$ cat config.mk
export PLATFORM = sky130hd
export DESIGN_NAME = serial_pattern_generator
export DESIGN_NICKNAME = d
export VERILOG_FILES = /design/src/rtl/serial_pattern_generator.sv
export SDC_FILE = /design/constraint.sdc
export NUM_CORES = 1
export LEC_CHECK = 0
export ABC_AREA = 1
export BUFFER_PORTS_ARGS = -buffer_cell sky130_fd_sc_hd__buf_2
export CAP_MARGIN = 20
export CORE_MARGIN = 10
export CORE_UTILIZATION = 54
export CTS_BUF_LIST = sky130_fd_sc_hd__clkbuf_4 sky130_fd_sc_hd__clkbuf_8 sky130_fd_sc_hd__clkbuf_16
export DETAILED_ROUTE_END_ITERATION = 12
export PLACE_DENSITY = 0.78
export SLEW_MARGIN = 20
export SYNTH_ARGS = -nofsm -noshare
export SYNTH_HDL_FRONTEND = slang
export SYNTH_SLANG_ARGS = --single-unit
$ cat constraint.sdc
create_clock -name clk -period 2.4 [get_ports clk]
set_input_delay 0.36 -clock clk [delete_from_list [all_inputs] [get_ports clk]]
set_output_delay 0.36 -clock clk [all_outputs]
set_load 0.005 [all_outputs]
$ cat src/rtl/serial_pattern_generator.sv
// Serializing transmitter: accepts a parallel pattern over a valid/ready load port
// and shifts it out MSB-first, optionally repeated, one bit per enabled clock.
module serial_pattern_generator #(
  parameter int   WIDTH      = 8,
  parameter int   REP_W      = 4,
  parameter logic IDLE_LEVEL = 1'b0
) (
  input  logic                       clk,
  input  logic                       reset,
  input  logic                       en,
  input  logic                       load_valid,
  output logic                       load_ready,
  input  logic [WIDTH-1:0]           load_pattern,
  input  logic [$clog2(WIDTH+1)-1:0] load_len,
  input  logic [REP_W-1:0]           load_repeat,
  output logic                       data_out,
  output logic                       data_valid,
  output logic                       busy,
  output logic                       done
);

  localparam int LEN_W = $clog2(WIDTH+1);
  localparam int IDX_W = $clog2(WIDTH);

  typedef enum logic [1:0] {
    S_IDLE  = 2'd0,
    S_SHIFT = 2'd1,
    S_DONE  = 2'd2
  } state_t;

  state_t            state_q, state_d;
  logic [WIDTH-1:0]  pattern_q, pattern_d;
  logic [IDX_W-1:0]  lenm1_q, lenm1_d;
  logic [IDX_W-1:0]  bit_idx_q, bit_idx_d;
  logic [REP_W-1:0]  pass_cnt_q, pass_cnt_d;
  logic              last_q, last_d;
  logic              data_out_q, data_out_d;
  logic              data_valid_q, data_valid_d;
  logic              step;

  // Index of the pattern MSB; a zero or oversized length selects the full width.
  function automatic logic [IDX_W-1:0] eff_msb_idx(input logic [LEN_W-1:0] len);
    logic over;
    over = (len == '0) || (len > LEN_W'(WIDTH));
    return over ? IDX_W'(WIDTH - 1) : IDX_W'(len - LEN_W'(1));
  endfunction

  always_comb begin
    state_d      = state_q;
    pattern_d    = pattern_q;
    lenm1_d      = lenm1_q;
    bit_idx_d    = bit_idx_q;
    pass_cnt_d   = pass_cnt_q;
    last_d       = last_q;
    data_out_d   = data_out_q;
    data_valid_d = 1'b0;
    step         = 1'b0;

    unique case (state_q)
      S_SHIFT: begin
        // last_q keeps busy high while the final bit is on the wire.
        if (last_q) begin
          state_d    = S_DONE;
          data_out_d = IDLE_LEVEL;
          last_d     = 1'b0;
        end else begin
          step = en;
        end
      end
      default: begin
        state_d    = S_IDLE;
        data_out_d = IDLE_LEVEL;
        if (load_valid) begin
          state_d    = S_SHIFT;
          pattern_d  = load_pattern;
          lenm1_d    = eff_msb_idx(load_len);
          bit_idx_d  = lenm1_d;
          pass_cnt_d = load_repeat;
          last_d     = 1'b0;
          // The capture edge already emits the MSB when enabled.
          step       = en;
        end
      end
    endcase

    if (step) begin
      data_out_d   = pattern_d[bit_idx_d];
      data_valid_d = 1'b1;
      if (bit_idx_d == '0) begin
        if (pass_cnt_d == '0) begin
          last_d = 1'b1;
        end else begin
          pass_cnt_d = pass_cnt_d - REP_W'(1);
          bit_idx_d  = lenm1_d;
        end
      end else begin
        bit_idx_d = bit_idx_d - IDX_W'(1);
      end
    end
  end

  always_ff @(posedge clk) begin
    if (reset) begin
      state_q      <= S_IDLE;
      bit_idx_q    <= '0;
      pass_cnt_q   <= '0;
      last_q       <= 1'b0;
      data_out_q   <= IDLE_LEVEL;
      data_valid_q <= 1'b0;
    end else begin
      state_q      <= state_d;
      bit_idx_q    <= bit_idx_d;
      pass_cnt_q   <= pass_cnt_d;
      last_q       <= last_d;
      data_out_q   <= data_out_d;
      data_valid_q <= data_valid_d;
    end
    pattern_q <= pattern_d;
    lenm1_q   <= lenm1_d;
  end

  assign load_ready = (state_q != S_SHIFT);
  assign busy       = (state_q == S_SHIFT);
  assign done       = (state_q == S_DONE);
  assign data_out   = data_out_q;
  assign data_valid = data_valid_q;

`ifndef SYNTHESIS
  a_done_pulse: assert property (@(posedge clk) disable iff (reset) done |=> !done);
  a_valid_busy: assert property (@(posedge clk) disable iff (reset) data_valid |-> busy);
`endif

endmodule

==> flow_summary.toml, run 1 <==
[outcome]
status = "finished, final reports clean"

[worst_hold_path]
hp-class = "input pin to flip-flop"

[timing]
clock_skew_ps = 7.08
period_needed_ps = 2020
fmax_ghz = 0.495
fin_setup_tns_ps = 0
worstMarginPinSlew_ps = 264
finalHoldViolCount = 0
final-setup-viol-count = 0
fin_ws_ps = 382
relSlewSlack_pct = 81.9
rsz0062_at_grt = "no"
final-max-slew-violation-count = 0
whs_ps = 311
timing.final.crit_share_pct = 84.1

[critical_path]
cp_cell_sequence = "inv_1, nand2_4, nand2_8, inv_6, nand2_2, nand2_2, inv_1, ha_1, nand2_4, nor2_2, nand2_2, o21ai_1, a21oi_1"
slowest_delay_ps = 320
start_kind = "flip-flop"
crit_top_cell = "nand2_2"
criticalPathCategory = "flip-flop to flip-flop"
cp_max_fo = 28
cp_data_arrival_time_ps = 2230
slowest_stage = "dfxtp_1"
critPathRequiredTime_ps = 2610
endpoint_kind = "flip-flop"

[clock_tree]
cts_buffer_depth = 2
cts.htree.levels = 1
root_buffer = "clkbuf_4"
clk_latency_ps = 310
cts_hold_buf = 0
clk_pin_slew_ps = 130
cts.repair_timing.setup_buffer_count = 0
cts_buffers = 3
cts_tree = "yes"
post_cts_resized = 0
numClockSinks = 23

[placed_design]
io_buffers = 24
place_hpwl_um = 2210
gp_congestion = 0.832
place_ws_ps = 246

[detailed_routing]
drc = 0
drtAntennaViolNets = 0
wl_per_cell_um = 12.0
routed_wl_um = 2760
drt-initial-drc-count = 40
first_pass_iters = 4
routed_via_density = 5.07
num_vias = 1165

[cells_and_area]
layout-drive-gt1-share_pct = 25.7
ff_latch_area_um2 = 460
multi_input_area_um2 = 658
n_fill_cell = 208
syn_to_final_growth_pct = 12.7
fin_nets = 227
diodes = 0

[grt]
grt_pass1_vias = 1113
overflow = 0
track_usage_pct = 12.8
antenna_found_initial = 0
grt_pass1_wl_um = 4770
grt_max_degree = 29

[floorplan]
io_pins = 25
dieArea_um2 = 4730
start_util_pct = 57.5
die_h_um = 68.8
dieWidth_um = 68.8
core_um2 = 2230
num_rows = 17

[synthesis]
avgSynthCellArea_um2 = 7.25
seq_area_frac_synth_pct = 35.9
synth_fp_nets = 201
synth_area_um2 = 1280
postSynthCellCount = 177
yosysWarnings = 0
synth_top_area_share_pct = 35.9
yosysTopAreaCell = "dfxtp_1"
synth_cell_types = 30
ys_seq_elements = 23
synth_area_leaders = "dfxtp_1 (36%), nand2_1 (11%), inv_1 (9.4%)"

[power]
cellPowerDensity_nw_per_um2 = 642
leakage_nw = 0.761
ir_drop_mv = 0.384

[job]
cap_viol_max_count = 0
==> cells in the final DEF, fill, tap and decap left out, drive strengths merged <==
cell type / n
mux2i: 1
o21ai: 15
o31ai: 1
nand3b: 3
inv: 36
nor3: 2
ha: 4
clkbuf: 4
nand3: 17
a21oi: 11
dfxtp: 23
buf: 24
nor2: 12
or2: 1
a31oi: 1
nand2: 47
==> through the flow <==
stage                     util [%]  cells  total power, mW  area (um^2)
after detailed placement      63.4    226            0.745         1420
after floorplan                  -    177            0.677         1280
final                         64.8    230            0.929         1450
after global routing          64.8    230            0.992         1450
after global placement        63.4    226            0.728         1420
after CTS                     64.8    230            0.929         1450
==> cell families after synthesis <==
| group | share of synthesized area [%] |
|---|---|
| adder cells (fa/ha/maj) | 3.90 |
| multiplexers | 0.780 |
| buffers and inverters | 12.9 |
| AND/OR/NAND/NOR | 32.7 |
| flip-flops | 35.9 |
| AO/OA/AOI/OAI | 13.9 |
==> synth_stat cells, drive strengths merged <==
library cell	count
a31oi	1
dfxtp	23
or2	1
buf	3
inv	36
nand3	17
nand3b	3
o31ai	1
nand2	47
mux2i	1
nor2	12
nor3	2
ha	4
a21oi	11
o21ai	15
==> state kept, by name, indices dropped and copies added (netlist names) <==
| register | cells |
|---|---|
| pattern_q | 8 |
| state_q | 2 |
| lenm1_q | 3 |
| pass_cnt_q | 4 |
| bit_idx_q | 3 |
| data_out | 1 |
| last_q | 1 |
| data_valid | 1 |
==> where the power goes <==
part / leakage, nW / total (mW) / switching (mW) / internal [mW]
clock: 0.0184 / 0.191 / 0.115 / 0.0763
combinational: 0.551 / 0.292 / 0.188 / 0.105
sequential: 0.192 / 0.445 / 0.0142 / 0.431
==> final timing paths <==
check	start	to	slack, ps	depth (start not counted)
setup / recovery	state_q[1]$_SDFFE_PP0P_	pass_cnt_q[0]$_SDFF_PP0_	380	13
hold / removal	reset	last_q$_SDFF_PP0_	310	2
setup reg to reg	state_q[1]$_SDFFE_PP0P_	pass_cnt_q[0]$_SDFF_PP0_	380	13
hold reg to reg	lenm1_q[0]$_DFF_P_	lenm1_q[0]$_DFF_P_	480	2
==> layer usage <==
metal  GRT usage [%]  routed length [um]  part of all wire [%]
met5               0                   0                     0
met1            14.2                1070                    39
met4            5.91                  36                   1.3
met2            22.5                1450                    53
met3            3.06                 201                   7.3
==> worst max-delay path, delay by kind of cell (launching register included) <==
family                   cells  cell delay (ps)
AND/OR/NAND/NOR              7              900
AO/OA/AOI/OAI                2              190
buffers and inverters        3              270
flip-flops                   1              320
adder cells (fa/ha/maj)      1              220
==> cell type report <==
cell class              instances  share of cell area [%]
multi-input cells             115                    45.5
well taps                      28                    2.42
repair buffers                 24                    8.30
clock buffers                   4                    2.08
inverters                      36                    9.86
flip-flops and latches         23                    31.8
(Power assumes the default switching activity.)
==> run 2, diff against run 1 <==
ABC_AREA = 0   (was 1)
CORE_UTILIZATION = 49   (was 54)
PLACE_DENSITY = 0.75   (was 0.78)
clock period = 1.6 ns   (was 2.4 ns; I/O delays follow)
==> run 2 against run 1 <==
  * Final cell count up 7.4%
  * Fmax up 1.5%
  * Die area up 9.6%
  * Critical path type unchanged
  * Register-to-register slack worse by 770 ps
  * The flow now finishes with violations (negative setup slack)
  * Global-route usage up 3.0 points
  * Setup slack worse by 770 ps
  * Critical path depth down 1
  * Largest cell class unchanged
  * Largest power group is now combinational logic
  * Synthesized cell count down 9.6%
  * Non-clock buffer count up 36
==> flow_summary.toml, run 2 <==
[placed_design]
io_buffers = 24
gp_congestion = 0.964
place_hpwl_um = 2890

[grt]
grt_pass1_wl_um = 6760
grt_max_degree = 14
overflow = 0
antenna_found_initial = 0
track_usage_pct = 15.8
grt_pass1_vias = 1489

[power]
p_clk_share_pct = 18.2
swShare_pct = 33.7
switchingPower_mw = 0.564
seq_power_share_pct = 40.7
power_frac_comb_pct = 41.1
intPower_mw = 1.11
cellPowerDensity_nw_per_um2 = 850
leakage_nw = 0.876
ir_drop_mv = 0.643

[synthesis]
synth_cell_types = 44
avgSynthCellArea_um2 = 8.27
synth_top_area_share_pct = 34.8
synth_edf_count = 0
yosysMostFrequentCell = "nand2_1"
synth_area_leaders = "dfxtp_1 (35%), nand2_1 (7.4%), nor2_1 (6.0%)"
synthFlopType = "dfxtp_1"
ys_seq_elements = 23
yosysTopAreaCell = "dfxtp_1"
seq_area_frac_synth_pct = 34.8
postSynthCellCount = 160
synth_fp_nets = 184
synth_area_um2 = 1320
async_flop_share_pct = 0
yosysWarnings = 0
synth.top_cells.by_count = "nand2_1 (26), dfxtp_1 (23), nor2_1 (21), a21oi_1 (11)"

[detailed_routing]
first_pass_iters = 5
drtAntennaViolNets = 0
routed_via_density = 5.78
drc = 0
num_vias = 1427
wl_per_cell_um = 17.5
routed_wl_um = 4320
drt-initial-drc-count = 72

[floorplan]
start_util_pct = 52.5
dieWidth_um = 72.0
io_pins = 25
num_rows = 18
dieArea_um2 = 5180
core_um2 = 2520
die_h_um = 72.0

[cells_and_area]
syn_to_final_growth_pct = 48.7
final_common_cell = "buf_4"
diodes = 0
fin_nets = 242
layout-drive-gt1-share_pct = 47.9
largest_reg_flops = 8
regMostFlops = "pattern_q"
reg_top3 = "pattern_q x8, pass_cnt_q x4"
n_fill_cell = 177
finish.utilization_pct = 78.0
most-common-layout-cells = "buf_4 (31), nand2_1 (25), buf_2 (24)"

[timing]
relSlewSlack_pct = 67.5
whs_ps = 111
fin_ws_ps = -389
worstMarginPinSlew_ps = 483
clock_skew_ps = 5.38
finalHoldViolCount = 0
fmax_ghz = 0.503
final-setup-viol-count = 9
period_needed_ps = 1990
rsz0062_at_grt = "yes"
timing.final.crit_share_pct = 124
final-max-slew-violation-count = 0

[clock_tree]
cts_tree = "yes"
clk_pin_slew_ps = 140
numClockSinks = 23
cts.htree.levels = 1
root_buffer = "clkbuf_4"
clk_latency_ps = 320
cts_buffer_depth = 2
cts_buffers = 3

[outcome]
status = "finished with violations"
violations = "negative setup slack"

[critical_path]
r2r-end = "pass_cnt_q[2]$_SDFF_PP0_"
r2r_start = "state_q[1]$_SDFFE_PP0P_"
criticalPathCategory = "flip-flop to flip-flop"
reg2reg_slack_ps = -390
cp_data_arrival_time_ps = 2240
start_kind = "flip-flop"
cp_max_fo = 5
endpoint_kind = "flip-flop"
r2r_cells = 12
critPathRequiredTime_ps = 1850

[job]
cap_viol_max_count = 0

[worst_hold_path]
hold_end = "pattern_q[3]$_DFF_P_"
hold_start = "load_pattern[3]"
hp-class = "input pin to flip-flop"
holdPathStages = 3
[run 2: cell types whose count changed after synthesis, sizes merged, moves of 4 or more]
cell / change
a31oi: +4
inv: -31
mux2i: +4
nand2: -21
nand3: -14
nor2: +10
nor2b: +5
o21ai: -7
[run 2: worst max-delay path by stage]
stage | start | to | slack, ps | cells past startpoint
6_report | state_q[1]$_SDFFE_PP0P_ | pass_cnt_q[2]$_SDFF_PP0_ | -390 | 12
4_1_cts | state_q[1]$_SDFFE_PP0P_ | bit_idx_q[1]$_SDFF_PP0_ | -300 | 11
3_3_place_gp | state_q[1]$_SDFFE_PP0P_ | pass_cnt_q[1]$_SDFF_PP0_ | -410 | 10
5_1_grt | state_q[1]$_SDFFE_PP0P_ | pass_cnt_q[2]$_SDFF_PP0_ | -440 | 12
2_1_floorplan | load_len[0] | bit_idx_q[1]$_SDFF_PP0_ | -390 | 11
3_5_place_dp | load_len[1] | bit_idx_q[2]$_SDFF_PP0_ | -460 | 12
[run 2: per-layer routing]
metal	GRT usage [%]	wire length, um	vias up
li1	-	-	674
met5	0	0	-
met2	27.2	2110	64
met3	3.27	255	15
met4	4.73	101	0
met1	19.2	1840	674
[run 2: kinds of logic after synthesis]
group                      share of synthesized area [%]
AOI/OAI and AO/OA                                   18.4
muxes                                               9.74
DFF                                                 34.8
buffers and inverters                               4.06
adders and majority gates                           3.78
and+or+nand+nor                                     26.7
xor gates and xnor gates                            2.55
[run 2: layout make-up]
class	count	area, um^2	share of cell area [%]
Timing Repair Buffer	60	422	21.4
Multi-Input combinational cell	125	992	50.4
Sequential cell	23	463	23.5
Inverter	5	23.8	1.21
Clock buffer	4	30.0	1.53
Tap cell	30	37.5	1.91
[run 2: through the flow]
step / total power [mW] / instance area [um^2] / setup slack, ps / std cells / TNS, ps
after floorplan: 1.04 / 1440 / -389 / 160 / -2720
after global routing: 1.75 / 1970 / -435 / 247 / -3120
after global placement: 1.21 / 1740 / -407 / 234 / -3260
final: 1.67 / 1970 / -389 / 247 / -2330
after CTS: 1.63 / 1950 / -302 / 246 / -2200
after detailed placement: 1.23 / 1740 / -460 / 234 / -3810
[run 2: worst max-delay path, cell delays in order, from the launching register on]
cell	delay, ps
dfxtp_2	350
nand2b_4	130
inv_4	40
nor2_4	170
buf_8	150
a31o_4	160
ha_4	150
o21ai_4	70
buf_6	140
buf_12	120
nor2_4	130
nand4b_1	140
a21oi_1	180
[run 2: what timing repair did]
action                                  CTS  global route
endpoints found under the setup margin    9             9
setup buffers                             8             2
hold buffers                              0             0
gates resized for setup                  24             4
pin swaps                                13             9
[run 2: power by group through the flow]
stage	Clock [mW]	Combinational [mW]	Sequential (mW)
final	0.304	0.687	0.681
after detailed placement	0	0.545	0.688
after global routing	0.323	0.739	0.687
after floorplan	0	0.359	0.678
after global placement	0	0.527	0.687
after CTS	0.301	0.646	0.678
